**src/rtl/scratchpad_array.sv**
```systemverilog
// Scratchpad register-pair array with nibble/row access, periodic refresh and power-on clear.
// Every access runs PRE -> RD -> WB: the row is read into a row buffer and written back
// (restored or modified). Refresh reuses the same three states.
module scratchpad_array #(
  parameter int NIB_W         = 4,
  parameter int COLS          = 2,
  parameter int ROWS          = 8,
  parameter int RFSH_INTERVAL = 32,
  localparam int ROW_W        = NIB_W * COLS,
  localparam int RW           = $clog2(ROWS),
  localparam int CW           = (COLS > 1) ? $clog2(COLS) : 1,
  localparam int TW           = $clog2(RFSH_INTERVAL)
) (
  input  logic             sysclk,
  input  logic             poc,
  input  logic             cmd_valid,
  output logic             cmd_ready,
  input  logic [1:0]       cmd_op,
  input  logic [RW-1:0]    cmd_row,
  input  logic [CW-1:0]    cmd_col,
  input  logic [ROW_W-1:0] cmd_wdata,
  output logic             rd_valid,
  output logic [ROW_W-1:0] rd_data,
  output logic             cmd_err,
  output logic [RW-1:0]    rfsh_row,
  output logic             rfsh_overrun,
  output logic             busy
);

  typedef enum logic [2:0] {CLEAR, IDLE, PRE, RD, WB} state_t;

  state_t           state;
  logic [ROW_W-1:0] mem [ROWS];
  logic [RW-1:0]    clr_row;
  logic [TW-1:0]    timer;
  logic             rfsh_pending;
  logic             rfsh_flag;
  logic [1:0]       op_reg;
  logic [RW-1:0]    row_reg;
  logic [CW-1:0]    col_reg;
  logic [ROW_W-1:0] wdata_reg;
  logic             err_reg;
  logic [ROW_W-1:0] row_buf;
  logic [ROW_W-1:0] merged;
  logic [NIB_W-1:0] sel_nib;
  logic             cmd_bad;
  logic             timer_wrap;
  logic             rfsh_done;
  logic [RW-1:0]    acc_row;
  logic             mem_we;
  logic [RW-1:0]    mem_waddr;
  logic [ROW_W-1:0] mem_wdata;

  assign cmd_ready  = (state == IDLE) && !rfsh_pending;
  assign busy       = (state != IDLE);
  // Row range is checked for every op; column range only matters for nibble ops.
  assign cmd_bad    = ({1'b0, cmd_row} >= (RW+1)'(ROWS)) ||
                      (!cmd_op[1] && ({1'b0, cmd_col} >= (CW+1)'(COLS)));
  assign timer_wrap = (state != CLEAR) && (timer == TW'(RFSH_INTERVAL - 1));
  assign rfsh_done  = (state == WB) && rfsh_flag;
  assign acc_row    = rfsh_flag ? rfsh_row : row_reg;

  // Row buffer with the addressed nibble replaced by the write data.
  for (genvar gi = 0; gi < COLS; gi++) begin : g_nib
    assign merged[gi*NIB_W +: NIB_W] = (col_reg == CW'(gi)) ? wdata_reg[NIB_W-1:0]
                                                            : row_buf[gi*NIB_W +: NIB_W];
  end

  // Select the addressed nibble of the row buffer for nibble reads.
  always_comb begin
    sel_nib = '0;
    for (int c = 0; c < COLS; c++) begin
      if (col_reg == CW'(c)) sel_nib = row_buf[c*NIB_W +: NIB_W];
    end
  end

  // Array write port: zero fill during CLEAR, restore/modify in WB; poc discards any write.
  always_comb begin
    mem_we    = 1'b0;
    mem_waddr = acc_row;
    mem_wdata = row_buf;
    if (!poc) begin
      if (state == CLEAR) begin
        mem_we    = 1'b1;
        mem_waddr = clr_row;
        mem_wdata = '0;
      end else if ((state == WB) && (rfsh_flag || !err_reg)) begin
        mem_we = 1'b1;
        if (!rfsh_flag && (op_reg == 2'b01)) mem_wdata = merged;
        else if (!rfsh_flag && (op_reg == 2'b11)) mem_wdata = wdata_reg;
      end
    end
  end

  // Storage array; no reset so it maps onto block RAM.
  always_ff @(posedge sysclk) begin
    if (mem_we) mem[mem_waddr] <= mem_wdata;
  end

  // Control FSM, refresh timer and registered outputs.
  always_ff @(posedge sysclk) begin
    if (poc) begin
      state        <= CLEAR;
      clr_row      <= '0;
      timer        <= '0;
      rfsh_row     <= '0;
      rfsh_pending <= 1'b0;
      rfsh_overrun <= 1'b0;
      rfsh_flag    <= 1'b0;
      rd_valid     <= 1'b0;
      cmd_err      <= 1'b0;
      rd_data      <= '0;
      row_buf      <= '0;
      op_reg       <= '0;
      row_reg      <= '0;
      col_reg      <= '0;
      wdata_reg    <= '0;
      err_reg      <= 1'b0;
    end else begin
      rd_valid <= 1'b0;
      cmd_err  <= 1'b0;
      if (state != CLEAR) timer <= timer_wrap ? '0 : timer + 1'b1;
      // A new request wins over the clear issued by a refresh finishing on the same edge.
      if (timer_wrap) rfsh_pending <= 1'b1;
      else if (rfsh_done) rfsh_pending <= 1'b0;
      if (timer_wrap && rfsh_pending && !rfsh_done) rfsh_overrun <= 1'b1;
      case (state)
        CLEAR: begin
          clr_row <= clr_row + 1'b1;
          if (clr_row == RW'(ROWS - 1)) begin
            clr_row <= '0;
            state   <= IDLE;
          end
        end
        IDLE: begin
          if (rfsh_pending) begin
            rfsh_flag <= 1'b1;
            row_buf   <= '0;
            state     <= PRE;
          end else if (cmd_valid) begin
            rfsh_flag <= 1'b0;
            op_reg    <= cmd_op;
            row_reg   <= cmd_row;
            col_reg   <= cmd_col;
            wdata_reg <= cmd_wdata;
            err_reg   <= cmd_bad;
            row_buf   <= '0;
            state     <= PRE;
          end
        end
        PRE: begin
          if (rfsh_flag || !err_reg) row_buf <= mem[acc_row];
          state <= RD;
        end
        RD: begin
          if (!rfsh_flag) begin
            cmd_err <= err_reg;
            if (!op_reg[0]) begin
              rd_valid <= 1'b1;
              if (err_reg) rd_data <= '0;
              else if (op_reg[1]) rd_data <= row_buf;
              else rd_data <= ROW_W'(sel_nib);
            end
          end
          state <= WB;
        end
        WB: begin
          if (rfsh_flag) rfsh_row <= (rfsh_row == RW'(ROWS - 1)) ? '0 : rfsh_row + 1'b1;
          state <= IDLE;
        end
        default: state <= CLEAR;
      endcase
    end
  end

endmodule

```
**config.mk**
```make
export PLATFORM = sky130hd
export DESIGN_NAME = scratchpad_array
export DESIGN_NICKNAME = d
export VERILOG_FILES = /design/src/rtl/scratchpad_array.sv
export SDC_FILE = /design/constraint.sdc
export NUM_CORES = 1
export LEC_CHECK = 0
export BUFFER_PORTS_ARGS = -buffer_cell sky130_fd_sc_hd__buf_2
export CAP_MARGIN = 0
export CORE_MARGIN = 2
export CORE_UTILIZATION = 55
export DETAILED_ROUTE_END_ITERATION = 12
export PLACE_DENSITY = 0.81
export SLEW_MARGIN = 15
export SYNTH_ARGS = -nofsm -noshare
export SYNTH_HDL_FRONTEND = slang
export SYNTH_SLANG_ARGS = --single-unit
export TNS_END_PERCENT = 30
```
**constraint.sdc**
```tcl
create_clock -name sysclk -period 2.8 [get_ports sysclk]
set_clock_uncertainty 0.15 [all_clocks]
set_input_delay 0.14 -clock sysclk [delete_from_list [all_inputs] [get_ports sysclk]]
set_output_delay 0.14 -clock sysclk [all_outputs]
set_load 0.005 [all_outputs]
```
==> out/results.tsv, run 1 <==
stage	metric	value	unit
clock_tree	CTS tree	built	
clock_tree	Root Driver	clkbuf_8	
drt	Pre-antenna DRT Iters	5	
critical_path	R2R Path End	mem[0][5]	
drt	vias per cell	6.24	
grt	initial antenna violation count	0	
grt	GRT Total Usage	26.7	%
layout	Largest Register	mem	
synth	post-synthesis cell type count	52	
clock_tree	CTS H-tree depth	3	
timing	Hold Slack	0.0265	ns
critical_path	worst-case reg-to-reg path depth	5	
critical_path	Worst Path Arrival	2.45	ns
power	IR drop worst, VDD	0.215	mV
synth	Synth Register Bits	112	
job	max_cap viols	0	
layout	design area	5740	µm²
synth	Syn Area/Cell	10.7	µm²
placed_design	Post-DP Area	5400	µm²
clock_tree	CTS sink count	112	
synth	Ys Warns	0	
min_path	Hold Path Origin	cmd_valid	
floorplan	boundary pin count	33	
timing	Period minus WS final	2.50	ns
synth	post-synth top area cell	edfxtp_1	
critical_path	Setup crit start	rfsh_flag	
grt	gr ovfl total	0	
drt	post-route ant nets	0	
floorplan	die area	10000	µm²
critical_path	CP Data Required Time	2.74	ns
drt	Routed WL per cell	20.2	µm
layout	max reg flops	64	
floorplan	Initial Util	55.9	%
layout	most frequent cells in the layout	edfxtp_1 (64), dfxtp_1 (48), a21oi_1 (41)	
synth	cell area after synthesis	5090	µm²
floorplan	total core area	9110	µm²
timing	relative slew slack	51.0	%
critical_path	largest fanout on the critical path	16	
drt	final wirelength	12900	µm
critical_path	Worst setup EP type	flip-flop	
timing	RSZ-0062 raised after global routing	no	
timing	highest clock rate	399	MHz
placed_design	Buffers on Ports	31	
timing	Worst-Margin Slew	0.717	ns
timing	setup TNS	0	ns
critical_path	reg2reg setup slack	0.30	ns
placed_design	Post-DP HPWL	8940	µm
power	PD cells	498	nW/µm²
clock_tree	Clock Tree Buf Depth	2	
min_path	worst hold path depth	3	
grt	largest net degree at the start of global routing	49	
drt	DRT iter0 DRCs	467	
timing	Hold Vio Cnt, Final	0	
grt	global-route wire length before repair	20300	µm
grt	number of global-route vias before repair	3854	
power	Leak	2.02	nW
timing	final setup vio count	0	
clock_tree	Clock Latency Late Sink	0.38	ns
min_path	type of the worst min-delay path	in2reg	
floorplan	row count	35	
critical_path	critical path class	reg2reg	
synth	post-synthesis sequential area ratio	56.6	%
floorplan	chip height	100	µm
layout	Antenna Cells	0	
synth	Mapped Cells	474	
floorplan	die width	100	µm
run_status	status	finished, final reports clean	
synth	dominant cells by area after synthesis	edfxtp_1 (38%), dfxtp_1 (19%), mux2_2 (4.2%)	
layout	share of cells above drive strength 1	18.4	%
timing	Slew Viols, Final	0	
synth	syn nets	497	
drt	via count	3987	
layout	most common cell after layout, fill and taps aside	edfxtp_1	
placed_design	RePlAce Congestion	1.02	
clock_tree	clk slew on worst S/H paths	0.10	ns
critical_path	Worst setup SP type	flip-flop	
timing	Tcrit/Tclk final	89.4	%
min_path	hold path endpoint	wdata_reg[5]	
drt	DRC	0	
clock_tree	total CTS buffers	9	
power	total power	2.86	mW
layout	Final #Nets	546	
layout	Layout Area Growth over Synthesis	12.6	%
synth	post-synth top area share	37.7	%
critical_path	reg2reg start	rfsh_flag	
[how the worst max path moves through the flow]
stage	slack, ns	cells past startpoint	to
2_1_floorplan	0.28	5	mem[4][0]
3_3_place_gp	0.36	5	mem[0][1]
3_5_place_dp	0.38	5	mem[0][5]
4_1_cts	0.35	5	mem[6][7]
5_1_grt	0.17	5	mem[0][5]
6_report	0.30	5	mem[0][5]
[report_power, final]
| part | switching [mW] | total (mW) | leakage [nW] | internal [mW] |
|---|---|---|---|---|
| logic | 0.0736 | 0.133 | 0.944 | 0.0597 |
| registers | 0.0136 | 1.77 | 0.985 | 1.75 |
| clock network | 0.543 | 0.959 | 0.0957 | 0.416 |
| total | 0.630 | 2.86 | 2.02 | 2.23 |
[final cells by class]
class | count | area (µm²)
Fill cell | 704 | 3370
Tap cell | 111 | 139
Clock inverter | 7 | 68.8
Timing Repair Buffer | 69 | 475
Clock buffer | 9 | 124
Sequential cell | 112 | 2880
Inverter | 16 | 60.1
Multi-Input combinational cell | 315 | 1990
[synth_stat cells (all sizes together)]
library cell,count
a2111oi,4
a211oi,4
a21oi,41
a221oi,3
a22oi,10
a31oi,2
a32oi,2
a41oi,1
and2,3
and3,2
and4bb,1
buf,10
clkbuf,21
conb,1
dfxtp,48
edfxtp,64
ha,6
inv,16
mux2,20
mux2i,3
nand2,37
nand2b,11
nand3,22
nand3b,4
nor2,33
nor2b,22
nor3,12
nor3b,4
nor4,1
nor4b,3
o211a,1
o21a,4
o21ai,10
o21bai,1
o22a,4
o22ai,16
o2bb2ai,1
o32a,1
o32ai,15
or2,2
or3,5
or4,3
[layer usage]
metal	GRT usage, %	part of all wire, %
met3	6.48	9.7
met5	0	0
met1	35.6	40
met2	41.6	47
met4	11.8	3.5
[worst max-delay path: stages (launching register included)]
cell	delay (ns)
dfxtp_1	0.72
mux2i_1	0.53
mux2_4	0.26
nand2_1	0.07
nor3_1	0.25
buf_4	0.24
[stage by stage]
stage	cells	worst slack, ns	util (%)
6_report	639	0.296	63.0
3_3_place_gp	609	0.357	59.3
2_1_floorplan	474	0.284	-
4_1_cts	639	0.350	63.0
3_5_place_dp	609	0.377	59.3
5_1_grt	639	0.170	63.0
[cell families after synthesis]
family / count (synthesis) / share of synthesized area, %
other cells: 1 / 0.0736
compound gates: 120 / 15.6
flops: 112 / 56.6
mux: 23 / 5.08
buf+inv: 47 / 4.42
simple gates: 165 / 16.8
fa+ha+maj: 6 / 1.47
[timing repair]
action	4_1_cts	5_1_grt
endpoints found under the hold margin	14	0
setup buffers	0	0
gates resized for setup	0	0
hold buffers	14	0
(Power assumes the default switching activity.)
==> inputs of run 2 (changes only) <==
--- a/config.mk
+++ b/config.mk
@@ -6,7 +6,7 @@
 export NUM_CORES = 1
 export LEC_CHECK = 0
 export BUFFER_PORTS_ARGS = -buffer_cell sky130_fd_sc_hd__buf_2
-export CAP_MARGIN = 0
+export CAP_MARGIN = 40
 export CORE_MARGIN = 2
 export CORE_UTILIZATION = 55
 export DETAILED_ROUTE_END_ITERATION = 12
==> constraint.sdc (replaced) <==
create_clock -name sysclk -period 2.8 [get_ports sysclk]
set_clock_uncertainty 0.15 [all_clocks]
set_input_delay 0.56 -clock sysclk [delete_from_list [all_inputs] [get_ports sysclk]]
set_output_delay 0.56 -clock sysclk [all_outputs]
set_load 0.005 [all_outputs]
==> out/results.tsv, run 2 (synthesized netlist as in run 1, its figures left out) <==
stage	metric	value	unit	change
run_status	status	finished, final reports clean		
layout	max reg flops	64		unchanged
critical_path	Max stage delay cell, worst path	dfxtp_1		
grt	initial antenna violation count	0		unchanged
grt	gr ovfl total	0		unchanged
min_path	Hold Path Origin	cmd_wdata[4]		
floorplan	chip height	100	µm	unchanged
timing	Worst-Margin Slew	0.692	ns	-0.0247 ns
clock_tree	total CTS buffers	9		unchanged
grt	global-route wire length before repair	19700	µm	-3.1%
clock_tree	# Post-CTS Setup Buffers	0		unchanged
layout	Largest Register	mem		
min_path	hold path endpoint	wdata_reg[4]		
grt	largest net degree at the start of global routing	31		-37%
layout	non-filler cells, final	626		-2.0%
floorplan	Initial Util	55.9	%	unchanged
layout	Final #Nets	534		-2.2%
drt	DRT iter0 DRCs	350		-25%
grt	number of global-route vias before repair	3532		-8.4%
layout	final core occ	61.9	%	-1.1 points
clock_tree	hold_buf cts	0		-14
drt	vias per cell	6.31		+1.2%
critical_path	largest fanout on the critical path	12		-4
drt	via count	3951		-0.90%
critical_path	critical path cell sequence	mux2i_1 > mux2_4 > nand2_1 > nor3_1 > buf_4		
timing	highest clock rate	388	MHz	-2.9%
layout	Antenna Cells	0		unchanged
placed_design	RePlAce Congestion	0.964		-5.0%
clock_tree	clk slew on worst S/H paths	0.11	ns	about the same
power	Leak	1.99	nW	-1.7%
clock_tree	CTS tree	built		
placed_design	dpl cells	611		+0.33%
floorplan	row count	35		unchanged
clock_tree	post-CTS sizing	0		unchanged
drt	final wirelength	12500	µm	-2.9%
timing	Hold Vio Cnt, Final	0		unchanged
critical_path	R2R Path End	mem[2][3]		
power	total power	2.94	mW	+2.8%
timing	Period minus WS final	2.58	ns	+0.0757 ns
min_path	worst hold path depth	3		unchanged
drt	DRC	0		unchanged
layout	Reg area	2880	µm²	unchanged
placed_design	Buffers on Ports	31		unchanged
drt	Routed WL per cell	20.0	µm	-0.83%
critical_path	Worst setup SP type	flip-flop		
critical_path	worst-case reg-to-reg path depth	5		unchanged
job	max_cap viols	0		unchanged
floorplan	total core area	9110	µm²	unchanged
layout	design area	5640	µm²	-1.8%
timing	final setup vio count	0		unchanged
layout	share of cells above drive strength 1	19.2	%	+0.85 points
critical_path	Worst setup EP type	flip-flop		
layout	fillers	732		+4.0%
critical_path	CP Buf/Inv Count	1		unchanged
clock_tree	CTS sink count	112		unchanged
placed_design	Post-DP Area	5420	µm²	+0.28%
timing	relative slew slack	53.8	%	+2.8 points
critical_path	reg2reg setup slack	0.22	ns	-0.08 ns
layout	Layout Area Growth over Synthesis	10.6	%	
min_path	type of the worst min-delay path	in2reg		
drt	Pre-antenna DRT Iters	5		unchanged
critical_path	Top delay family on crit path	multiplexers		
grt	GRT Total Usage	25.8	%	-0.84 points
power	PD cells	521	nW/µm²	+4.6%
layout	most common cell after layout, fill and taps aside	edfxtp_1		
critical_path	Largest stage delay, worst path	0.66	ns	-0.06 ns
critical_path	reg2reg start	rfsh_flag		
clock_tree	CTS H-tree depth	3		unchanged
layout	most frequent cells in the layout	edfxtp_1 (64), dfxtp_1 (48), a21oi_1 (41)		
drt	post-route ant nets	0		unchanged
power	IR drop worst, VDD	0.232	mV	+7.9%
floorplan	die area	10000	µm²	unchanged
timing	Tcrit/Tclk final	92.1	%	+2.7 points
clock_tree	Clock Tree Buf Depth	2		unchanged
floorplan	boundary pin count	33		unchanged
critical_path	critical path class	reg2reg		
clock_tree	Clock Latency Late Sink	0.38	ns	about the same
layout	multi-input logic area	1990	µm²	unchanged
critical_path	CP Data Required Time	2.74	ns	about the same
placed_design	Post-DP HPWL	8790	µm	-1.7%
timing	RSZ-0062 raised after global routing	no		
timing	setup TNS	0	ns	unchanged
timing	Slew Viols, Final	0		unchanged
clock_tree	Root Driver	clkbuf_8		
critical_path	Worst Path Arrival	2.52	ns	+0.07 ns
floorplan	die width	100	µm	unchanged
## run 2: cell count changes in the layout (fill, tap and decap cells not counted)
| cell | change |
|---|---|
| clkinv_4 | +1 |
| inv_6 | -2 |
| bufinv_16 | +1 |
| dlygate4sd3_1 | -14 |
| clkinvlp_2 | -1 |
| clkbuf_1 | +1 |
| clkinv_1 | -2 |
| buf_4 | +2 |
| inv_8 | +1 |
## run 2: worst min-delay path: stages
cell     delay, ns
buf_2         0.09
nand3_1       0.05
a21oi_1       0.05
## run 2: where the power goes
part | total (mW) | switching [mW] | internal [mW]
registers | 1.77 | 0.0134 | 1.75
clock network | 1.06 | 0.544 | 0.511
logic | 0.117 | 0.0702 | 0.0463
## run 2: worst max-delay path by stage
| stage | from | end | slack (ns) | cells after the start |
|---|---|---|---|---|
| 2_1_floorplan | poc | mem[4][0] | 0.25 | 4 |
| 3_3_place_gp | poc | mem[6][5] | 0.29 | 6 |
| 3_5_place_dp | poc | mem[6][5] | 0.27 | 6 |
| 4_1_cts | rfsh_flag | mem[2][5] | 0.31 | 5 |
| 5_1_grt | rfsh_flag | mem[2][3] | 0.14 | 5 |
| 6_report | rfsh_flag | mem[2][3] | 0.22 | 5 |
## run 2: area by class of cell
type                            count  share of cell area, %
Clock buffer                       10                   2.26
Clock inverter                      5                   1.58
Inverter                           16                   1.07
Multi-Input combinational cell    315                   35.3
Sequential cell                   112                   51.2
Tap cell                          111                   2.46
Timing Repair Buffer               57                   6.22
## run 2: per-stage QoR
step | hold slack, ns | setup slack, ns
finish | 0.270 | 0.220
global route | 0.261 | 0.141
CTS | 0.262 | 0.313
detailed placement | 0.305 | 0.267
global placement | 0.290 | 0.294
floorplan | 0.286 | 0.249
## run 2: metal layers
metal	up-vias	GRT usage, %	wire, µm
met1	1878	37.4	5340
met4	0	7.17	285
met2	206	39.6	5910
met3	31	5.36	1000
met5	-	0	0
li1	1836	-	-
